File: src/rtl/mux_reply_pkg.sv
// Shared constants, FSM encoding and sub-code lookup for the reply-path arbiter.
package mux_reply_pkg;

  localparam int unsigned NCH = 4;

  localparam logic [7:0] RSP_HDR     = 8'h04;
  localparam logic [7:0] SUB_SI_READ = 8'h01;
  localparam logic [7:0] SUB_RATE    = 8'h09;
  localparam logic [7:0] SUB_RATEOUT = 8'h0A;
  localparam logic [7:0] SUB_TEM_STA = 8'hF1;

  typedef enum logic [2:0] {
    ST_IDLE,
    ST_HDR0,
    ST_HDR1,
    ST_PAYLOAD,
    ST_GAP
  } state_t;

  function automatic logic [7:0] sub_code(input logic [1:0] ch);
    case (ch)
      2'd0:    sub_code = SUB_SI_READ;
      2'd1:    sub_code = SUB_RATE;
      2'd2:    sub_code = SUB_RATEOUT;
      default: sub_code = SUB_TEM_STA;
    endcase
  endfunction

endpackage

File: src/rtl/mux_reply_fifo.sv
// Per-channel reply buffer: staging register, {last,data} RAM, admission/drop
// control, complete-packet counter and sticky truncation flag.
module mux_reply_fifo #(
  parameter int unsigned AW = 6
) (
  input  logic       clk,
  input  logic       rst,
  input  logic [7:0] din,
  input  logic       en,
  input  logic       rd,
  output logic [7:0] head_data,
  output logic       head_last,
  output logic       pending,
  output logic       ovf
);

  localparam int unsigned DEPTH = 1 << AW;
  localparam logic [AW:0] DEPTH_W = (AW+1)'(DEPTH);
  localparam logic [AW:0] ONE_W   = (AW+1)'(1);
  localparam logic [AW:0] TWO_W   = (AW+1)'(2);

  logic [8:0]  mem [DEPTH];
  logic [AW:0] wr_ptr, rd_ptr, pkt_cnt;
  logic [AW:0] used, free_slots;
  logic        stg_valid, drop;
  logic [7:0]  stg_data;
  logic        wr_last, wr_ok, wr_en, refuse, pkt_in, pkt_out;

  // One slot is always held back for the terminator, so a packet can never
  // be left unterminated in the RAM even when its body is truncated.
  always_comb begin
    used       = wr_ptr - rd_ptr;
    free_slots = DEPTH_W - used;
    wr_last    = !en;
    wr_ok      = wr_last ? (free_slots >= ONE_W) : (!drop && (free_slots >= TWO_W));
    wr_en      = stg_valid && wr_ok;
    refuse     = stg_valid && !wr_last && !wr_ok;
    pkt_in     = wr_en && wr_last;
    pkt_out    = rd && head_last;
  end

  always_ff @(posedge clk) begin
    if (wr_en) mem[wr_ptr[AW-1:0]] <= {wr_last, stg_data};
  end

  always_ff @(posedge clk) begin
    if (rst) begin
      stg_valid <= 1'b0;
      stg_data  <= '0;
      wr_ptr    <= '0;
      rd_ptr    <= '0;
      pkt_cnt   <= '0;
      drop      <= 1'b0;
      ovf       <= 1'b0;
    end else begin
      stg_valid <= en;
      stg_data  <= din;
      if (wr_en) wr_ptr <= wr_ptr + ONE_W;
      if (rd)    rd_ptr <= rd_ptr + ONE_W;
      if (stg_valid) begin
        if (wr_last)     drop <= 1'b0;
        else if (!wr_ok) drop <= 1'b1;
      end
      if (refuse) ovf <= 1'b1;
      case ({pkt_in, pkt_out})
        2'b10:   pkt_cnt <= pkt_cnt + ONE_W;
        2'b01:   pkt_cnt <= pkt_cnt - ONE_W;
        default: pkt_cnt <= pkt_cnt;
      endcase
    end
  end

  assign {head_last, head_data} = mem[rd_ptr[AW-1:0]];
  assign pending = (pkt_cnt != '0);

endmodule

File: src/rtl/mux_reply_arbiter.sv
// Collects per-channel reply bursts and serializes complete packets onto the
// host byte stream as 0x04, sub-code, payload frames with round-robin grant.
module mux_reply_arbiter
  import mux_reply_pkg::*;
#(
  parameter int unsigned AW = 6
) (
  input  logic       clk,
  input  logic       rst,
  input  logic [7:0] si_read_rsp_din,
  input  logic       si_read_rsp_en,
  input  logic [7:0] rate_rsp_din,
  input  logic       rate_rsp_en,
  input  logic [7:0] rateout_rsp_din,
  input  logic       rateout_rsp_en,
  input  logic [7:0] rd_tem_sta_rsp_din,
  input  logic       rd_tem_sta_rsp_en,
  output logic [7:0] rsp_dout,
  output logic       rsp_dout_en,
  output logic [3:0] ovf
);

  logic [7:0]     ch_din  [NCH];
  logic [7:0]     ch_head [NCH];
  logic [NCH-1:0] ch_en, ch_rd, ch_last, ch_pend, ch_ovf;

  assign ch_din[0] = si_read_rsp_din;
  assign ch_din[1] = rate_rsp_din;
  assign ch_din[2] = rateout_rsp_din;
  assign ch_din[3] = rd_tem_sta_rsp_din;
  assign ch_en     = {rd_tem_sta_rsp_en, rateout_rsp_en, rate_rsp_en, si_read_rsp_en};
  assign ovf       = ch_ovf;

  for (genvar g = 0; g < NCH; g++) begin : g_fifo
    mux_reply_fifo #(.AW(AW)) u_fifo (
      .clk       (clk),
      .rst       (rst),
      .din       (ch_din[g]),
      .en        (ch_en[g]),
      .rd        (ch_rd[g]),
      .head_data (ch_head[g]),
      .head_last (ch_last[g]),
      .pending   (ch_pend[g]),
      .ovf       (ch_ovf[g])
    );
  end

  state_t     state, state_n;
  logic [1:0] grant, grant_n, last_grant, last_grant_n, cand, pick;
  logic       found, out_last, out_last_n, en_n;
  logic [7:0] dout_n;

  // Output registers are loaded with the byte belonging to the next state, so
  // the state register and the visible output byte always line up.
  always_comb begin
    state_n      = state;
    grant_n      = grant;
    last_grant_n = last_grant;
    dout_n       = '0;
    en_n         = 1'b0;
    out_last_n   = 1'b0;
    ch_rd        = '0;
    found        = 1'b0;
    pick         = '0;
    cand         = '0;
    for (int unsigned i = 1; i <= NCH; i++) begin
      cand = last_grant + 2'(i);
      if (!found && ch_pend[cand]) begin
        found = 1'b1;
        pick  = cand;
      end
    end
    case (state)
      ST_IDLE: begin
        if (found) begin
          grant_n      = pick;
          last_grant_n = pick;
          state_n      = ST_HDR0;
          dout_n       = RSP_HDR;
          en_n         = 1'b1;
        end
      end
      ST_HDR0: begin
        state_n = ST_HDR1;
        dout_n  = sub_code(grant);
        en_n    = 1'b1;
      end
      ST_HDR1: begin
        state_n      = ST_PAYLOAD;
        dout_n       = ch_head[grant];
        out_last_n   = ch_last[grant];
        en_n         = 1'b1;
        ch_rd[grant] = 1'b1;
      end
      ST_PAYLOAD: begin
        if (out_last) begin
          state_n = ST_GAP;
        end else begin
          dout_n       = ch_head[grant];
          out_last_n   = ch_last[grant];
          en_n         = 1'b1;
          ch_rd[grant] = 1'b1;
        end
      end
      default: state_n = ST_IDLE;
    endcase
  end

  always_ff @(posedge clk) begin
    if (rst) begin
      state       <= ST_IDLE;
      grant       <= '0;
      last_grant  <= 2'd3;
      out_last    <= 1'b0;
      rsp_dout    <= '0;
      rsp_dout_en <= 1'b0;
    end else begin
      state       <= state_n;
      grant       <= grant_n;
      last_grant  <= last_grant_n;
      out_last    <= out_last_n;
      rsp_dout    <= dout_n;
      rsp_dout_en <= en_n;
    end
  end

endmodule

File: config.mk
export PLATFORM = sky130hd
export DESIGN_NAME = mux_reply_arbiter
export DESIGN_NICKNAME = d
export VERILOG_FILES = /design/src/rtl/mux_reply_pkg.sv /design/src/rtl/mux_reply_fifo.sv /design/src/rtl/mux_reply_arbiter.sv
export SDC_FILE = /design/constraint.sdc
export NUM_CORES = 2
export LEC_CHECK = 0
export ABC_AREA = 0
export CORE_MARGIN = 2
export CORE_UTILIZATION = 45
export CTS_BUF_LIST = sky130_fd_sc_hd__clkbuf_4 sky130_fd_sc_hd__clkbuf_8 sky130_fd_sc_hd__clkbuf_16
export DETAILED_ROUTE_END_ITERATION = 6
export PLACE_DENSITY = 0.61
export SLEW_MARGIN = 20
export SYNTH_ARGS = -nofsm -noshare
export SYNTH_HDL_FRONTEND = slang
export SYNTH_SLANG_ARGS = --single-unit
File: constraint.sdc
create_clock -name clk -period 9.85 [get_ports clk]
set_clock_uncertainty 0.05 [all_clocks]
set_input_delay 1.97 -clock clk [delete_from_list [all_inputs] [get_ports clk]]
set_output_delay 1.97 -clock clk [all_outputs]
set_load 0.005 [all_outputs]
==> impl_metrics.ini <==
[outcome]
status = finished clean

[drt]
firstDrtPassIters = 6
vias = 49972
antenna_left = 0
wl_per_cell_um = 28.97
totalWireLength_mm = 240.6
drc = 0
drt_iter0_markers = 6098
via_per_inst = 6.016

[logic_synthesis]
ys.warnings.count = 0
synth-edff-count = 2304
yosysTopAreaCellShare_pct = 70.53
synthTopCellsByCount = 2304 x edfxtp_1, 601 x mux4_2, 315 x nor2_1
syn_nets = 5155
synth_area_mm2 = 0.09809
synthDistinctLibCells = 78
ys.flop_type = edfxtp_1
synthCells = 5044
yosys.area.top_type = edfxtp_1
avgSynthCellArea_um2 = 19.45
synth-seq-cells = 2473
ys_seq_area_share_pct = 73.98
synth.area.top_cells = edfxtp_1 71%, mux4_2 14%, dfxtp_1 3.4%
synthArstFlopShare_pct = 0
yosysMostFrequentCell = edfxtp_1

[floorplanning]
coreArea_mm2 = 0.2170
initial_utilization_pct = 45.21
pin_count = 51
rows = 171
dieWidth_um = 470.9
dieHeight_um = 470.9
dieArea_mm2 = 0.2217

[placed_design]
placed_cell_area_mm2 = 0.1026
dp_slack_ps = 3827
gp_congestion = 0.8522
hpwl_mm = 145.4
place_inst = 7827
place.port_buffers = 50

[worst_hold_path]
hp-start = g_fifo[1].u_fifo.ovf
hp-class = reg2reg

[critical_path]
cp-start-kind = flip-flop
required_ps = 10620
cp-end-kind = flip-flop
slowest_delay_ps = 990
cp_cell_sequence = inv_1, ha_1, inv_1, fa_1, xor2_1, nand3_1, a31oi_1, o21bai_1, a31o_2, a21boi_1, nand2_1, ha_1, xor2_1, ha_1, a21oi_1, o21ai_0, a221oi_1, xor2_1, or3_1, a21oi_1
cp.arrival_ps = 6840
slowest_stage = dfxtp_1
critPathTopFamily = compound AO/OA/AOI/OAI gates
critPathBufInv = 2
worst-path-max-fanout = 18
crit_type = reg2reg
r2r_slack_ps = 3780
crit_start = g_fifo[2].u_fifo.wr_ptr[2]
reg2reg_from = g_fifo[2].u_fifo.wr_ptr[2]

[pwr]
p_per_area_mw_per_mm2 = 208.5
p_int_uw = 18240
power_frac_comb_pct = 6.4
switchingPower_uw = 5013
p_leak_uw = 0.03431
swShare_pct = 21.56
power.ir.vdd_worst_mv = 0.1834
pwr-share-seq_pct = 50.1
power.clock.fraction_pct = 43.5

[sta]
relSlewSlack_pct = 22.45
hold_violations = 0
setup_ws_ps = 3783
slew_violations = 0
worst_pin_slew_ps = 1159
setup_viol = 0
finalCritPeriodShare_pct = 61.60
fmax_ghz = 0.1648
rsz0062_at_grt = no
finalSetupTns_ps = 0
period_needed_ps = 6067

[layout]
final_area_mm2 = 0.1115
multi_input_area_mm2 = 0.02437
layoutNonFillerInstCount = 8307
num-nets-final = 5363
drive_gt1_share_pct = 24.57
fill_cells = 17124
fin_util_pct = 51.39
syn_to_final_growth_pct = 13.65
seq_area_mm2 = 0.07266

[cts]
clock_tree.buffer_depth = 4
post_cts_buffers = 0
cts_inserted_buffers = 277
clkTransAtPathRegs_ps = 60
cts_sinks = 2473
cts_resized = 0
htree_levels = 5
cts_hold_buf = 0
cts_tree = yes
clock_latency_ps = 920
ctsRootBufferMaster = clkbuf_16

[grt]
grt_pass1_wl_mm = 354.1
grt_use_total_pct = 21.68
antenna_found_initial = 7
grt_pass1_vias = 50305
grt_max_degree = 107
grt-ovfl-total = 0

[flow_run]
maxCapViolCount = 0
-- logic make-up after synthesis --
kind of cell               Yosys count  share of synthesized area, %
xor gates and xnor gates            74                        0.6607
buffers and inverters              350                         1.710
and+or+nand+nor                    885                         4.350
muxes                              751                         15.37
DFF                               2473                         73.98
adders and majority gates           74                        0.9720
AOI/OAI and AO/OA                  437                         2.955
-- final cells by class --
class	instances	share of cell area, %
clock inverter	121	1.006
clock buffer	356	6.940
tap	2854	3.203
timing repair buffer	209	1.569
antenna	3	0.006734
multi-input combinational	2221	21.86
inverter	70	0.2379
sequential	2473	65.18
-- metrics by stage --
stage / hold slack (ps) / power (µW)
after floorplan: 375.9 / 12810
final: 414.0 / 23250
after CTS: 430.6 / 23420
after global routing: 456.7 / 23930
after global placement: 410.1 / 13340
after detailed placement: 423.3 / 13370
-- metal layers --
layer	vias to the layer above	part of all wire, %	track usage [%]
li1	21044	-	-
met1	26602	42	30.90
met2	1899	48	34.41
met3	423	6.8	3.607
met4	4	3.1	6.700
met5	-	0.010	0
-- power by group through the flow --
stage,Combinational [µW],Clock (µW),Sequential (µW)
2_1_floorplan,955,0,11900
3_3_place_gp,1470,0,11900
3_5_place_dp,1490,0,11900
4_1_cts,1500,10300,11700
5_1_grt,1580,10700,11700
6_report,1480,10100,11600
-- tightest hold or removal path: stages, from the launching register on --
cell and delay, ps:
dfxtp_1 320, inv_1 50, a21oi_1 50
-- cell usage in the layout, fill, tap and decap left out, drive strengths merged, types with 19 or more instances in the layout --
master         Yosys  layout
clkinv             2      95
a21oi            108     108
buf              151     160
and2              19      19
clkdlybuf4s50      0      49
bufinv             0      22
clkbuf           129     356
xor2              48      48
o21ai             67      67
a221oi            20      20
o22ai             24      24
nand2b            38      38
ha                69      69
nand3             82      82
a22oi             49      49
nor2b             70      70
a31oi             21      21
dfxtp            169     169
edfxtp          2304    2304
inv               68      69
nor3              88      88
mux2i            129     129
mux4             602     602
a211oi            33      33
mux2              20      20
nand2            138     138
nor4              48      48
nor2             315     315
or3               25      25
xnor2             26      26
o211ai            29      29
-- sequential cells by signal, summed over array words and instances (netlist names), named ones only --
| signal | cells |
|---|---|
| state | 3 |
| g_fifo.u_fifo.stg_data | 32 |
| g_fifo.u_fifo.ovf | 4 |
| g_fifo.u_fifo.mem | 2304 |
| grant | 2 |
| g_fifo.u_fifo.rd_ptr | 28 |
| rsp_dout_en | 1 |
| out_last | 1 |
| last_grant | 2 |
| g_fifo.u_fifo.wr_ptr | 28 |
| g_fifo.u_fifo.drop | 4 |
| g_fifo.u_fifo.pkt_cnt | 28 |
| g_fifo.u_fifo.stg_valid | 4 |
| rsp_dout | 8 |
-- final timing paths --
check	to	cells past startpoint
hold reg to reg	g_fifo[1].u_fifo.ovf	2
setup / recovery	g_fifo[2].u_fifo.pkt_cnt[4]	20
hold / removal	g_fifo[1].u_fifo.ovf	2
setup reg to reg	g_fifo[2].u_fifo.pkt_cnt[4]	20
(Power assumes the default switching activity.)
